`src/rtl/boot_pkg.sv`:
```
// Shared types and constants for the instruction-memory boot loader:
// FSM state encoding, byte-lane geometry and the default image size limit.
package boot_pkg;

    typedef enum logic [1:0] {
        IDLE  = 2'd0,
        RECV  = 2'd1,
        WRITE = 2'd2,
        RUN   = 2'd3
    } boot_state_e;

    localparam int         LANE_W            = 8;
    localparam int         LANES             = 4;
    localparam int         WORD_W            = LANE_W * LANES;
    localparam logic [1:0] LAST_LANE         = 2'(LANES - 1);
    localparam int         MAX_WORDS_DEFAULT = 256;

endpackage

```
`src/rtl/word_packer.sv`:
```
// Assembles a little-endian 32-bit word from a stream of accepted bytes;
// word_last flags the cycle in which the fourth byte of a word is taken.
module word_packer
    import boot_pkg::*;
(
    input  logic              clk,
    input  logic              rst,
    input  logic              clear,
    input  logic              accept,
    input  logic [LANE_W-1:0] byte_in,
    output logic [WORD_W-1:0] word,
    output logic              word_last
);

    logic [1:0]        cnt_q, cnt_d;
    logic [WORD_W-1:0] word_q, word_d;

    assign word      = word_q;
    assign word_last = accept && (cnt_q == LAST_LANE);

    // NOTE: every combinational output gets a default first so no path leaves it unassigned (no latch).
    always_comb begin
        cnt_d  = cnt_q;
        word_d = word_q;
        if (clear) begin
            cnt_d  = '0;
            word_d = '0;
        end else if (accept) begin
            cnt_d  = cnt_q + 2'd1;
            // Shifting in from the top leaves the first byte in [7:0] after four bytes.
            word_d = {byte_in, word_q[WORD_W-1:LANE_W]};
        end
    end

    // NOTE: sequential state uses non-blocking assignments only, so all flops update together.
    always_ff @(posedge clk or posedge rst) begin
        if (rst) begin
            cnt_q  <= '0;
            word_q <= '0;
        end else begin
            cnt_q  <= cnt_d;
            word_q <= word_d;
        end
    end

endmodule

```
`src/rtl/imem_boot_ctrl.sv`:
```
// Boot loader: receives an image byte stream, writes it word by word into
// instruction memory, then releases the core. Optional BOOT_CHECKSUM_EN adds a trailing sum check.
module imem_boot_ctrl
    import boot_pkg::*;
#(
    parameter logic [31:0] BASE_ADDR = 32'h0000_0000,
    parameter int          MAX_WORDS = MAX_WORDS_DEFAULT
) (
    input  logic        clk,
    input  logic        rst,
    input  logic        start,
    input  logic        abort,
    input  logic [15:0] len_words,
    input  logic        byte_valid,
    input  logic [7:0]  byte_data,
    output logic        byte_ready,
    output logic [31:0] imem_din,
    output logic [31:0] imem_addr,
    output logic        imem_web,
    output logic        core_rstn,
    output logic        busy,
    output logic        done,
    output logic        err
);

    localparam logic [31:0] MAX_LEN = 32'(MAX_WORDS);

    boot_state_e       state_q, state_d;
    logic [15:0]       index_q, index_d;
    logic [15:0]       len_q, len_d;
    logic              err_q, err_d;
    logic              byte_accept, word_last, pk_clear;
    logic              len_ok, last_index;
    logic [WORD_W-1:0] pk_word;

`ifdef BOOT_CHECKSUM_EN
    logic [WORD_W-1:0] sum_q, sum_d;
    logic              chk_q, chk_d;
    logic [WORD_W-1:0] chk_word;

    // The trailing word is compared as it completes, before it lands in the packer.
    assign chk_word = {byte_data, pk_word[WORD_W-1:LANE_W]};
`endif

    word_packer u_packer (
        .clk       (clk),
        .rst       (rst),
        .clear     (pk_clear),
        .accept    (byte_accept),
        .byte_in   (byte_data),
        .word      (pk_word),
        .word_last (word_last)
    );

    assign len_ok      = (len_words != 16'd0) && (32'(len_words) <= MAX_LEN);
    assign last_index  = (index_q + 16'd1) == len_q;
    assign byte_accept = byte_valid && byte_ready;

    // Outputs decode the state register directly, so an async reset releases the strobe at once.
    assign byte_ready = (state_q == RECV);
    assign imem_web   = (state_q != WRITE);
    assign core_rstn  = (state_q == RUN);
    assign done       = (state_q == RUN);
    assign busy       = (state_q == RECV) || (state_q == WRITE);
    assign err        = err_q;
    assign imem_din   = pk_word;
    assign imem_addr  = BASE_ADDR + {14'd0, index_q, 2'b00};

    always_comb begin
        state_d  = state_q;
        index_d  = index_q;
        len_d    = len_q;
        err_d    = err_q;
        pk_clear = 1'b0;
`ifdef BOOT_CHECKSUM_EN
        sum_d    = sum_q;
        chk_d    = chk_q;
`endif
        case (state_q)
            IDLE, RUN: begin
                if (start) begin
                    if (len_ok) begin
                        state_d  = RECV;
                        index_d  = '0;
                        len_d    = len_words;
                        err_d    = 1'b0;
                        pk_clear = 1'b1;
`ifdef BOOT_CHECKSUM_EN
                        sum_d    = '0;
                        chk_d    = 1'b0;
`endif
                    end else begin
                        state_d = IDLE;
                        err_d   = 1'b1;
                    end
                end
            end
            RECV: begin
                if (abort) begin
                    state_d  = IDLE;
                    err_d    = 1'b1;
                    pk_clear = 1'b1;
`ifdef BOOT_CHECKSUM_EN
                    chk_d    = 1'b0;
`endif
                end else if (word_last) begin
`ifdef BOOT_CHECKSUM_EN
                    if (chk_q) begin
                        chk_d = 1'b0;
                        if (chk_word == sum_q) begin
                            state_d = RUN;
                        end else begin
                            state_d = IDLE;
                            err_d   = 1'b1;
                        end
                    end else begin
                        state_d = WRITE;
                    end
`else
                    state_d = WRITE;
`endif
                end
            end
            WRITE: begin
                if (abort) begin
                    state_d  = IDLE;
                    err_d    = 1'b1;
                    pk_clear = 1'b1;
                end else begin
`ifdef BOOT_CHECKSUM_EN
                    sum_d = sum_q + pk_word;
`endif
                    if (last_index) begin
`ifdef BOOT_CHECKSUM_EN
                        state_d = RECV;
                        chk_d   = 1'b1;
`else
                        state_d = RUN;
`endif
                    end else begin
                        index_d = index_q + 16'd1;
                        state_d = RECV;
                    end
                end
            end
            default: state_d = IDLE;
        endcase
    end

    always_ff @(posedge clk or posedge rst) begin
        if (rst) begin
            state_q <= IDLE;
            index_q <= '0;
            len_q   <= '0;
            err_q   <= 1'b0;
`ifdef BOOT_CHECKSUM_EN
            sum_q   <= '0;
            chk_q   <= 1'b0;
`endif
        end else begin
            state_q <= state_d;
            index_q <= index_d;
            len_q   <= len_d;
            err_q   <= err_d;
`ifdef BOOT_CHECKSUM_EN
            sum_q   <= sum_d;
            chk_q   <= chk_d;
`endif
        end
    end

endmodule

```
`config.mk`:
```
export PLATFORM = sky130hd
export DESIGN_NAME = imem_boot_ctrl
export DESIGN_NICKNAME = d
export VERILOG_FILES = /design/src/rtl/boot_pkg.sv /design/src/rtl/word_packer.sv /design/src/rtl/imem_boot_ctrl.sv
export SDC_FILE = /design/constraint.sdc
export NUM_CORES = 1
export LEC_CHECK = 0
export BUFFER_PORTS_ARGS = -buffer_cell sky130_fd_sc_hd__buf_2
export CORE_MARGIN = 10
export CORE_UTILIZATION = 50
export CTS_CLUSTER_SIZE = 20
export DETAILED_ROUTE_END_ITERATION = 8
export PLACE_DENSITY = 0.76
export SYNTH_ARGS = -nofsm -noshare
export SYNTH_HDL_FRONTEND = slang
export SYNTH_SLANG_ARGS = --single-unit
```
`constraint.sdc`:
```
create_clock -name clk -period 5.7 [get_ports clk]
set_input_delay 0.57 -clock clk [delete_from_list [all_inputs] [get_ports clk]]
set_output_delay 0.57 -clock clk [all_outputs]
set_load 0.01 [all_outputs]
```
### After elaboration in Yosys (flattened, before gate mapping)

Index checks and enable logic that the tools add are counted.

| storage, ports and cells | value |
|---|---|
| register bits | 69 |
| bits in latches | 0 |
| memory bits (writable) | 0 |
| bits in read-only memories | 0 |
| input bits | 29 |
| output and inout port bits | 70 |
| word-level logic and storage cells | 59 |
| memories kept | 0 |

| cells by class | value |
|---|---|
| add/subtract/negate cells | 2 |
| multipliers | 0 |
| div/mod/pow operators | 0 |
| magnitude comparators | 1 |
| equal/unequal tests | 12 |
| shift operators | 0 |
| muxes and demuxes | 24 |
| bitwise logic cells | 0 |
| reduce and logical (&&, ||, !) cells | 14 |

Operators with widths:

| operator | number |
|---|---|
| 16-bit 2-to-1 mux | 4 |
| 32-bit 2-to-1 mux | 2 |
| 16-bit case mux with 2 select lines | 1 |
| 16-bit by 1-bit adder with 16-bit output (second input constant) | 1 |
| 16-bit equality test | 1 |
| 16-bit by 9-bit <= comparator with 1-bit output (second input constant) | 1 |
| 16-bit nonzero test | 1 |
| 2-bit 2-to-1 mux | 7 |
| 2-bit inequality test (second input constant) | 5 |
| 1-bit 2-to-1 mux | 7 |
| 2-bit equality test (second input constant) | 3 |
| 2-bit case mux with 3 select lines | 1 |
| 5-bit AND reduction | 1 |
| 1-bit case mux with 2 select lines | 2 |
| 2-bit AND reduction | 2 |
| 2-bit nonzero test | 2 |
| 2-bit OR reduction | 2 |
| 1-bit logical AND | 3 |
| 3-bit by 2-bit inequality test with 1-bit output (second input constant) | 1 |
| 3-bit AND reduction | 1 |
| 2-bit by 1-bit adder with 2-bit output (second input constant) | 1 |
| 2-bit by 1-bit equality test with 1-bit output (second input constant) | 1 |
| 2-bit zero test | 1 |
| 2-bit by 1-bit inequality test with 1-bit output (second input constant) | 1 |
| 1-bit logical OR | 1 |

### Depth between registers and ports, before layout

Gate-level depths: netlist of run 1.

| logic depth | value |
|---|---|
| word-level depth | 6 |
| mapped depth | 9 |
| mapped depth without buffers | 8 |

### Hierarchy

A second synthesis of run 1 with hierarchy kept.

| second synthesis, totals | value |
|---|---|
| cell total of the unflattened synthesis | 385 |
| area, all modules | 3911.3 µm² |

Modules (own cells, without submodules):

| module | instances | cells an instance | area each (µm²) | seq. area each (µm²) |
|---|---|---|---|---|
| imem_boot_ctrl | 1 | 272 | 2479.9 | 875.8 |
| word_packer | 1 | 113 | 1431.4 | 850.8 |

### Worst setup path after synthesis of run 1

No wires, ideal clock.

| timing path | value |
|---|---|
| path kind | flip-flop to flip-flop |
| start point | reg index_q[0] |
| end point | reg index_q[4] |
| setup time | 121 ps |
| arrival time | 2453 ps |
| data required time | 5579 ps |
| slack | 3126 ps |
| cell stages (with the launch flop) | 10 |
| buffers on the path | 2 |
| clock period less this slack | 2574 ps |
| cells stage by stage | dfrtp_1 > buf_2 > nand3_1 > or4_4 > o21a_1 > o2111a_1 > and4_4 > buf_6 > a221o_1 > a22o_1 |

| between the ends | value |
|---|---|
| cells in the longest elaborated chain, start to end | 4 |
| elaborated cells between the ends (all ways) | 7 |
| classes of those cells | add/sub: 1; eq/ne: 2; mux: 3; reduce/logical: 1 |

Ends and longest elaborated chain:

| what | line | text |
|---|---|---|
| from (decl) | imem_boot_ctrl.sv:29 | `logic [15:0] index_q, index_d;` |
| from (signal assigned) | imem_boot_ctrl.sv:162 | `index_q <= index_d;` |
| 16-bit by 1-bit adder with 16-bit output (*) | imem_boot_ctrl.sv:56, imem_boot_ctrl.sv:141 |  |
| 16-bit equality test or 16-bit 2-to-1 mux (tied branches) | imem_boot_ctrl.sv:56, imem_boot_ctrl.sv:133 |  |
| 2-bit inequality test (no line) or 16-bit 2-to-1 mux (tied branches) | n/a |  |
| 5-bit AND reduction (no line) or 16-bit case mux with 2 select lines (tied branches) | n/a |  |

Mark *: on every way between the ends. The rest lies on a longest branch, timed or not. The select of a mux whose other input is x is not followed.
A chain may end at the register's enable or synchronous reset.

### Worst setup path in the final report of run 1

| timing path | value |
|---|---|
| start point | reg index_q[0] |
| end point | reg index_q[8] |

The elaborated chain is that of the path after synthesis.

==> results.md, run 1 <==
- Sink Count: 69
- Top_reg_cell synth: dfrtp_1
- Critical path's slowest cell: nand4_1
- Sequential share of the synthesized area: 0.455
- CP delay by family, top: simple AND/OR/NAND/NOR gates
- Drc violations: 0
- RSZ-0062 raised after global routing: no
- Synthesized area per cell: 9.07 um^2
- Crit-path cells: ha_1 > nand4_1 > nor4_1 > xnor2_1 > a21oi_1 > nand4_1 > o2111ai_1 > o221ai_1
- VDD IR max: 0.288 mV
- Chip height: 107 um
- RR Startpoint: index_q[0]$_DFFE_PP0P_
- Cell count along the critical path: 8
- Share of cells above drive strength 1: 0.248
- Vias per cell: 5.50
- Critical Path Sink: index_q[8]$_DFFE_PP0P_
- Fin util: 0.594
- Initial Util: 0.518
- Fin crit share: 0.560
- EDFF count, synth: 0
- Post-CTS setup buffers: 0
- Cts bufs inserted: 9
- Unique masters post-synth: 57
- CP Max Fanout: 15
- Initial antenna violation count: 0
- Slew Viols, Final: 0
- Number of diodes: 0
- Fin. Hold Viols: 0
- Crit. End Element: flip-flop
- DRT Pass-1 Iters: 5
- Io pins: 99
- Clock transition at path regs: 0.09 ns
- CTS root buf: clkbuf_8
- Placer Congestion: 1.00
- Critical path data arrival time: 3.41 ns
- Hold Crit Class: in -> reg
- Final setup vio count: 0
- Top cells by area, synth: dfrtp_1 45%, nand2_1 8.6%, a21oi_1 5.1%
- Synth Cell Area: 0.00380 mm^2
- Status: complete, no violations
- Vias in the first global route: 3315
- Final worst setup slack: 2.51 ns
- Num rows: 31
- Die area: 0.0115 mm^2
- Max frequency: 313 MHz
- Reg-to-Reg End: index_q[8]$_DFFE_PP0P_
- CP max stage delay: 0.61 ns
- Period minus WS final: 3.19 ns
- Commonest non-fill, non-tap cell in the layout: nand2_1
- Kind of critical path: reg -> reg
- Total global-route track usage: 0.173
- Hold_buf cts: 0
- Leak Pwr: 2.06 nW
- CTS H-tree lvls: 3
- DP Wirelength: 7.15 mm
- Buf/Inv on CP: 0
- Most common cell on crit path: nand4_1
- Max_cap viols: 0
- Setup Skew: 0.0126 ns
- Total power: 1.48 mW
- Total grt overflow: 0
- Worst Reg-to-Reg Cells: 8
- Area delta synth->final: 14.7%
- Global-route wire length before repair: 16.3 mm
- Critical Path Start Type: flip-flop
- Worst slew pin tran: 1.16 ns
- Worst Path Required: 5.92 ns
- Reg2Reg Setup Slack: 2.51 ns
- Largest net degree at the start of global routing: 70
- Avg WL per Cell: 16.6 um
- # port buffers: 82
- Largest area contributor in the netlist: dfrtp_1
- Slew headroom: 0.224
- Setup_tns: 0 ns
- Commonest cells after routing, fill and taps aside: 87 x nand2_1, 82 x buf_2, 69 x dfrtp_1
- Synth async-reset ratio: 1.00
- Largest buffer count on any clock path: 2
- Final nets: 521
- Synth top area share: 0.455
- Flops & latches, synth: 69
- Synth warn: 0
- Post-Route WL: 9.83 mm
- Antenna viol nets, final: 0
- Core ar.: 0.00733 mm^2
- Resize count post-CTS: 0
- CTS tree: done
- Worst Setup SP: index_q[0]$_DFFE_PP0P_
- Post-synthesis cell count: 419
- Dpl ws: 2.58 ns
- First-iteration detailed-routing DRC count: 146
- Die X: 107 um
- Vias after detailed routing: 3250
- PD cells: 339 mW/mm^2
- Clk_lat worst skew: 0.36 ns
## Yosys cell counts, types with 8 or more instances
cell type	instances
a21oi_1	39
buf_4	17
nand4_1	9
nand3_1	20
nand2_1	87
inv_1	14
xnor2_1	15
clkbuf_1	16
nor3_1	13
and2_1	8
mux2_2	9
dfrtp_1	69
buf_2	8
o211ai_1	10
nor2_1	10
## registers in the layout, indices dropped and copies added, names as in the netlist
name and count:
err 1, u_packer.cnt_q 2, state_q 2, u_packer.word 32, len_q 16, index_q 16
## per-stage QoR
stage / cell area, um^2 / hold slack (ns) / std cells
floorplan: 3850 / 0.474 / 434
global placement: 4170 / 0.495 / 575
detailed placement: 4170 / 0.501 / 575
CTS: 4360 / 0.421 / 591
global route: 4360 / 0.440 / 591
finish: 4360 / 0.432 / 591
## how the worst min path moves through the flow
| stage | startpoint | end | slack [ns] | depth (start not counted) |
|---|---|---|---|---|
| final | byte_data[6] | u_packer.word[30]$_DFFE_PP0P_ | 0.43 | 3 |
| after global routing | byte_data[1] | u_packer.word[25]$_DFFE_PP0P_ | 0.44 | 3 |
| after CTS | byte_data[6] | u_packer.word[30]$_DFFE_PP0P_ | 0.42 | 3 |
| after detailed placement | len_q[10]$_DFFE_PP0P_ | len_q[10]$_DFFE_PP0P_ | 0.50 | 1 |
| after global placement | len_q[14]$_DFFE_PP0P_ | len_q[14]$_DFFE_PP0P_ | 0.49 | 1 |
| after floorplan | len_q[11]$_DFFE_PP0P_ | len_q[11]$_DFFE_PP0P_ | 0.47 | 1 |
## cell type report
type	count	area (um^2)
clock buffers	9	124
clock inverters	7	62.6
fillers	655	2980
inverters	14	52.6
multi-input cells	309	1840
flip-flops and latches	69	1730
well taps	99	124
repair buffers	84	425
## worst register-to-register path: stages (launching register included)
cell and delay, ns:
dfrtp_1 0.49, ha_1 0.34, nand4_1 0.24, nor4_1 0.50, xnor2_1 0.11, a21oi_1 0.17
nand4_1 0.61, o2111ai_1 0.44, o221ai_1 0.16
## cells by family after synthesis
family | count (synthesis) | synth area share
AND/OR/NAND/NOR | 171 | 0.220
other | 1 | 0.000987
AO/OA/AOI/OAI | 79 | 0.135
XOR/XNOR | 22 | 0.0507
flip-flops | 69 | 0.455
multiplexers | 16 | 0.0451
buffers and inverters | 56 | 0.0767
adder cells (fa/ha/maj) | 5 | 0.0165
## where the power goes
part,switching [mW],leakage (nW),total (mW),internal [mW]
Sequential,0.0701,0.944,0.649,0.579
Combinational,0.292,1.02,0.451,0.159
Clock,0.210,0.0931,0.378,0.168
Total,0.573,2.06,1.48,0.905
## layer usage
layer	vias up	global-route usage	wire (um)
li1	1566	-	-
met1	1563	0.216	4200
met2	112	0.277	4880
met3	9	0.0479	635
met4	0	0.0648	108
met5	-	0	0
Note: power is estimated with default switching activity, not from simulation.
==> inputs of run 2 (changes only) <==
CORE_UTILIZATION = 48   (was 50)
clock period = 2.91 ns   (was 5.7 ns; I/O delays follow)
==> run 2 against run 1 <==
  * Combinational power up 100%
  * Cell count up 2.7%
  * Total power up 99%
  * Critical endpoint is now index_q[15]$_DFFE_PP0P_
  * Sequential share of layout area down 1.0 points
  * Design area up 2.6%
  * Highest routed layer unchanged
  * Non-clock buffer count up 13
==> results.md, run 2 (same netlist as run 1, synthesis figures left out) <==
- Status: complete, no violations
- Leak Pwr: 2.12 nW (+3.3%)
- Commonest non-fill, non-tap cell in the layout: nand2_1
- Largest buffer count on any clock path: 2 (unchanged)
- Worst slew pin tran: 0.693 ns (-0.471 ns)
- Vias in the first global route: 3337 (+0.66%)
- Fin util: 0.578 (-0.0158)
- Max_cap viols: 0 (unchanged)
- Max frequency: 373 MHz (+19%)
- Period minus WS final: 2.68 ns (-0.510 ns)
- Vias per cell: 5.50 (about the same)
- Slew headroom: 0.538 (+0.314)
- RSZ-0062 raised after global routing: no
- Setup Skew: 0.0101 ns (-0.00248 ns)
- Die X: 109 um (+1.7%)
- Final setup vio count: 0 (unchanged)
- Final worst setup slack: 0.228 ns (-2.28 ns)
- Fin crit share: 0.922 (+0.362)
- Hold_buf cts: 0 (unchanged)
- Hold Crit Class: in -> async
- Clk_lat worst skew: 0.36 ns (about the same)
- Dpl ws: 0.247 ns (-2.33 ns)
- Worst Path Required: 3.19 ns (-2.73 ns)
- Post-CTS setup buffers: 0 (unchanged)
- RR Startpoint: index_q[0]$_DFFE_PP0P_
- Fin. Hold Viols: 0 (unchanged)
- Drc violations: 0 (unchanged)
- Sink Count: 69 (unchanged)
- Max reg flops: 32 (unchanged)
- Number of diodes: 0 (unchanged)
- Cts bufs inserted: 9 (unchanged)
- Critical path data arrival time: 2.96 ns (-0.45 ns)
- Initial antenna violation count: 0 (unchanged)
- CP Max Fanout: 8 (-7)
- DRT Pass-1 Iters: 4 (-1)
- DP Wirelength: 7.51 mm (+5.1%)
- Slew Viols, Final: 0 (unchanged)
- CTS tree: done
- Global-route wire length before repair: 16.6 mm (+2.0%)
- Resize count post-CTS: 0 (unchanged)
- Final nets: 534 (+2.5%)
- Total grt overflow: 0 (unchanged)
- Vias after detailed routing: 3338 (+2.7%)
- Core ar.: 0.00773 mm^2 (+5.4%)
- Avg WL per Cell: 16.5 um (-0.86%)
- CTS root buf: clkbuf_8
- Post-Route WL: 10.0 mm (+1.8%)
- Worst hold slack: 0.0352 ns (-0.397 ns)
- Setup_tns: 0 ns (unchanged)
- Kind of critical path: reg -> reg
- PD cells: 659 mW/mm^2 (+94%)
- CTS H-tree lvls: 3 (unchanged)
- Initial Util: 0.492 (-0.0266)
- Total global-route track usage: 0.172 (-0.000279)
- Io pins: 99 (unchanged)
- Largest net degree at the start of global routing: 35 (-50%)
- Share of cells above drive strength 1: 0.267 (+0.0194)
- Commonest cells after routing, fill and taps aside: 87 x nand2_1, 82 x buf_2, 69 x dfrtp_1
- Chip height: 109 um (+1.7%)
- Crit. End Element: flip-flop
- # port buffers: 82 (unchanged)
- Placer Congestion: 0.965 (-3.7%)
- Antenna viol nets, final: 0 (unchanged)
- Critical Path Start Type: flip-flop
- Num rows: 32 (+3.2%)
- Area delta synth->final: 17.7%
- Die area: 0.0119 mm^2 (+3.4%)
- Clock transition at path regs: 0.09 ns (about the same)
- First-iteration detailed-routing DRC count: 140 (-4.1%)
- Worst Setup SP: index_q[0]$_DFFE_PP0P_
- VDD IR max: 0.500 mV (+73%)
==> run 2: cell types whose count changed in the layout (fill, tap and decap cells not counted) <==
cell      before  now
buf_12         0    1
buf_4          2   14
clkinv_4       1    0
inv_6          4    5
==> run 2: layer usage <==
| metal | vias up | part of all wire | GRT usage |
|---|---|---|---|
| met5 | - | 0 | 0 |
| met4 | 0 | 0.016 | 0.0621 |
| met3 | 17 | 0.075 | 0.0531 |
| met2 | 98 | 0.50 | 0.279 |
| met1 | 1630 | 0.41 | 0.212 |
| li1 | 1593 | - | - |
==> run 2: cell type report <==
class	count	area [um^2]
clock buffer	9	124
clock inverter	7	62.6
fill	708	3260
inverter	14	52.6
multi-input combinational	309	1840
sequential	69	1730
tap	102	128
timing repair buffer	97	536
==> run 2: worst paths after layout <==
check,end,slack [ns],cells after the start
worst min-delay path,u_packer.word[0]$_DFFE_PP0P_,0.04,2
min in group clk,u_packer.word[29]$_DFFE_PP0P_,0.15,3
max in group asynchronous,u_packer.word[13]$_DFFE_PP0P_,2.08,3
worst max register to register,index_q[15]$_DFFE_PP0P_,0.23,9
worst min register to register,len_q[14]$_DFFE_PP0P_,0.52,1
worst max-delay path,index_q[15]$_DFFE_PP0P_,0.23,9
==> run 2: through the flow <==
step / power [mW] / area (um^2) / std cells
5_1_grt: 3.14 / 4470 / 607
3_3_place_gp: 2.17 / 4280 / 591
2_1_floorplan: 1.84 / 3850 / 434
4_1_cts: 2.97 / 4470 / 607
6_report: 2.95 / 4470 / 607
3_5_place_dp: 2.21 / 4280 / 591
==> run 2: worst max-delay path: stages, from the launching register on <==
cell and delay [ns]:
dfrtp_1 0.52, ha_1 0.35, nand4_1 0.24, nor4_1 0.49
xnor2_1 0.12, a21oi_1 0.18, nand4_1 0.13, buf_4 0.19
o221a_2 0.24, mux2i_1 0.15
==> run 2: where the power goes <==
group | leakage (nW) | switching [mW] | internal, mW
sequential | 0.944 | 0.134 | 1.13
combinational | 1.08 | 0.577 | 0.340
clock | 0.0936 | 0.432 | 0.330
total | 2.12 | 1.14 | 1.80
==> inputs of run 3 (changes only) <==
CORE_UTILIZATION = 50   (was 48)
clock period = 2.9 ns   (was 2.91 ns; I/O delays follow)
==> run 3 against run 2 <==
  * Sequential share of layout area unchanged
  * Maximum frequency is 1.3% higher
  * Worst hold slack better by 0.023 ns
  * Clock skew decreased by 0.0065 ns
  * Critical path type unchanged
  * Non-clock buffer count increased by 1
  * Global-route usage up 0.94 points
  * Flip-flop and latch count unchanged
  * Worst setup slack improved by 0.025 ns
  * First-iteration DRC count grew 8.6%
  * Design area unchanged
  * Die area shrank 3.3%
  * Critical path depth decreased by 1
==> results.md, run 3 (same netlist as run 1, synthesis figures left out) <==
- PD cells: 659 mW/mm^2 (about the same)
- Post-Route WL: 10.3 mm (+2.8%)
- Slew Viols, Final: 0 (unchanged)
- DP Wirelength: 7.63 mm (+1.6%)
- Final instance area: 0.00447 mm^2 (unchanged)
- # port buffers: 82 (unchanged)
- Final nets: 535 (+0.19%)
- Sink Count: 69 (unchanged)
- Largest buffer count on any clock path: 2 (unchanged)
- Leak Pwr: 2.12 nW (about the same)
- Max frequency: 378 MHz (+1.3%)
- Setup Skew: 0.00365 ns (-0.00647 ns)
- First-iteration detailed-routing DRC count: 152 (+8.6%)
- Max_cap viols: 0 (unchanged)
- Max reg flops: 32 (unchanged)
- Die area: 0.0115 mm^2 (-3.3%)
- Reg2Reg Setup Slack: 0.25 ns (+0.02 ns)
- Cts bufs inserted: 9 (unchanged)
- CTS root buf: clkbuf_8
- Vias per cell: 5.53 (+0.51%)
- Critical Path Start Type: flip-flop
- Fin. Hold Viols: 0 (unchanged)
- Chip height: 107 um (-1.7%)
- Core ar.: 0.00733 mm^2 (-5.1%)
- CP Max Fanout: 10 (+2)
- Antenna viol nets, final: 0 (unchanged)
- Critical path's slowest cell: or3_2
- Status: complete, no violations
- Worst slew pin tran: 0.763 ns (+0.0705 ns)
- Fin crit share: 0.913 (-0.00879)
- Final setup vio count: 0 (unchanged)
- Initial Util: 0.518 (+0.0266)
- Commonest cells after routing, fill and taps aside: 87 x nand2_1, 82 x buf_2, 69 x dfrtp_1
- Setup_tns: 0 ns (unchanged)
- CP delay by family, top: simple AND/OR/NAND/NOR gates
- Critical path data arrival time: 2.93 ns (-0.03 ns)
- Io pins: 99 (unchanged)
- Number of diodes: 0 (unchanged)
- Area delta synth->final: 17.7% (unchanged)
- VDD IR max: 0.468 mV (-6.4%)
- Die X: 107 um (-1.7%)
- Commonest non-fill, non-tap cell in the layout: nand2_1
- Vias in the first global route: 3441 (+3.1%)
- Area after DPL: 0.00427 mm^2 (-0.20%)
- Post-CTS setup buffers: 0 (unchanged)
- Total global-route track usage: 0.182 (+0.00935)
- Vias after detailed routing: 3344 (+0.18%)
- Buf/Inv on CP: 0 (-1)
- Worst Reg-to-Reg Cells: 8 (-1)
- Slew headroom: 0.491 (-0.0471)
- Clock transition at path regs: 0.08 ns (about the same)
- Fin util: 0.610 (+0.0313)
- CTS tree: done
- RR Startpoint: index_q[0]$_DFFE_PP0P_
- Worst Path Required: 3.18 ns (about the same)
- Crit. End Element: flip-flop
- Avg WL per Cell: 17.0 um (+3.2%)
- Crit-path cells: ha_2 > nand4_1 > or3_2 > nand3_1 > a21oi_1 > and4_4 > a21oi_4 > mux2i_1
- Placer Congestion: 0.949 (-1.7%)
- CTS H-tree lvls: 3 (unchanged)
- Hold Crit Class: in -> async
- Clk_lat worst skew: 0.36 ns (about the same)
- DRT Pass-1 Iters: 4 (unchanged)
- Num rows: 31 (-3.1%)
- Period minus WS final: 2.65 ns (-0.0347 ns)
- CP max stage delay: 0.56 ns (+0.04 ns)
- Global-route wire length before repair: 16.9 mm (+1.6%)
- Total grt overflow: 0 (unchanged)
- Share of cells above drive strength 1: 0.273 (+0.00540)
- Drc violations: 0 (unchanged)
- Reg-to-Reg End: index_q[1]$_DFFE_PP0P_
- Kind of critical path: reg -> reg
- RSZ-0062 raised after global routing: no
- Largest net degree at the start of global routing: 38 (+8.6%)
- Initial antenna violation count: 0 (unchanged)
## run 3: area by class of cell
cell class,instances,area [um^2]
Sequential cell,69,1730
Clock buffer,9,124
Multi-Input combinational cell,309,1850
Fill cell,650,2860
Timing Repair Buffer,98,531
Tap cell,99,124
Inverter,14,52.6
Clock inverter,7,62.6
## run 3: worst max-delay path by stage
stage	from	endpoint	cells after the start
finish	index_q[0]$_DFFE_PP0P_	index_q[1]$_DFFE_PP0P_	8
detailed placement	index_q[0]$_DFFE_PP0P_	index_q[7]$_DFFE_PP0P_	8
global placement	index_q[3]$_DFFE_PP0P_	index_q[1]$_DFFE_PP0P_	7
CTS	index_q[0]$_DFFE_PP0P_	index_q[1]$_DFFE_PP0P_	8
global route	index_q[0]$_DFFE_PP0P_	index_q[15]$_DFFE_PP0P_	9
floorplan	index_q[0]$_DFFE_PP0P_	index_q[4]$_DFFE_PP0P_	9
## run 3: timing repair
item	CTS	global route
endpoints found under the setup margin	0	2
endpoints found under the hold margin	0	0
resized for setup	0	2
hold buffers	0	0
## run 3: stage by stage
step	hold slack, ns	std cells	power [mW]	worst slack [ns]
after floorplan	0.394	434	1.85	0.326
after global placement	0.473	589	2.17	0.391
after detailed placement	0.483	589	2.21	0.253
after CTS	0.0860	605	2.97	0.243
after global routing	0.127	605	3.14	0.0693
final	0.0585	605	2.94	0.252
## run 3: per-layer routing
metal / vias up / global-route usage / share of wire
li1: 1589 / - / -
met1: 1619 / 0.224 / 0.41
met2: 116 / 0.288 / 0.50
met3: 20 / 0.0497 / 0.075
met4: 0 / 0.0870 / 0.020
met5: - / 0 / 0
## run 3: report_power, final
group          leakage (nW)  total, mW  internal (mW)  switching (mW)
logic                  1.08      0.914          0.332           0.582
registers             0.944       1.27           1.14           0.132
clock network        0.0931      0.760          0.330           0.430
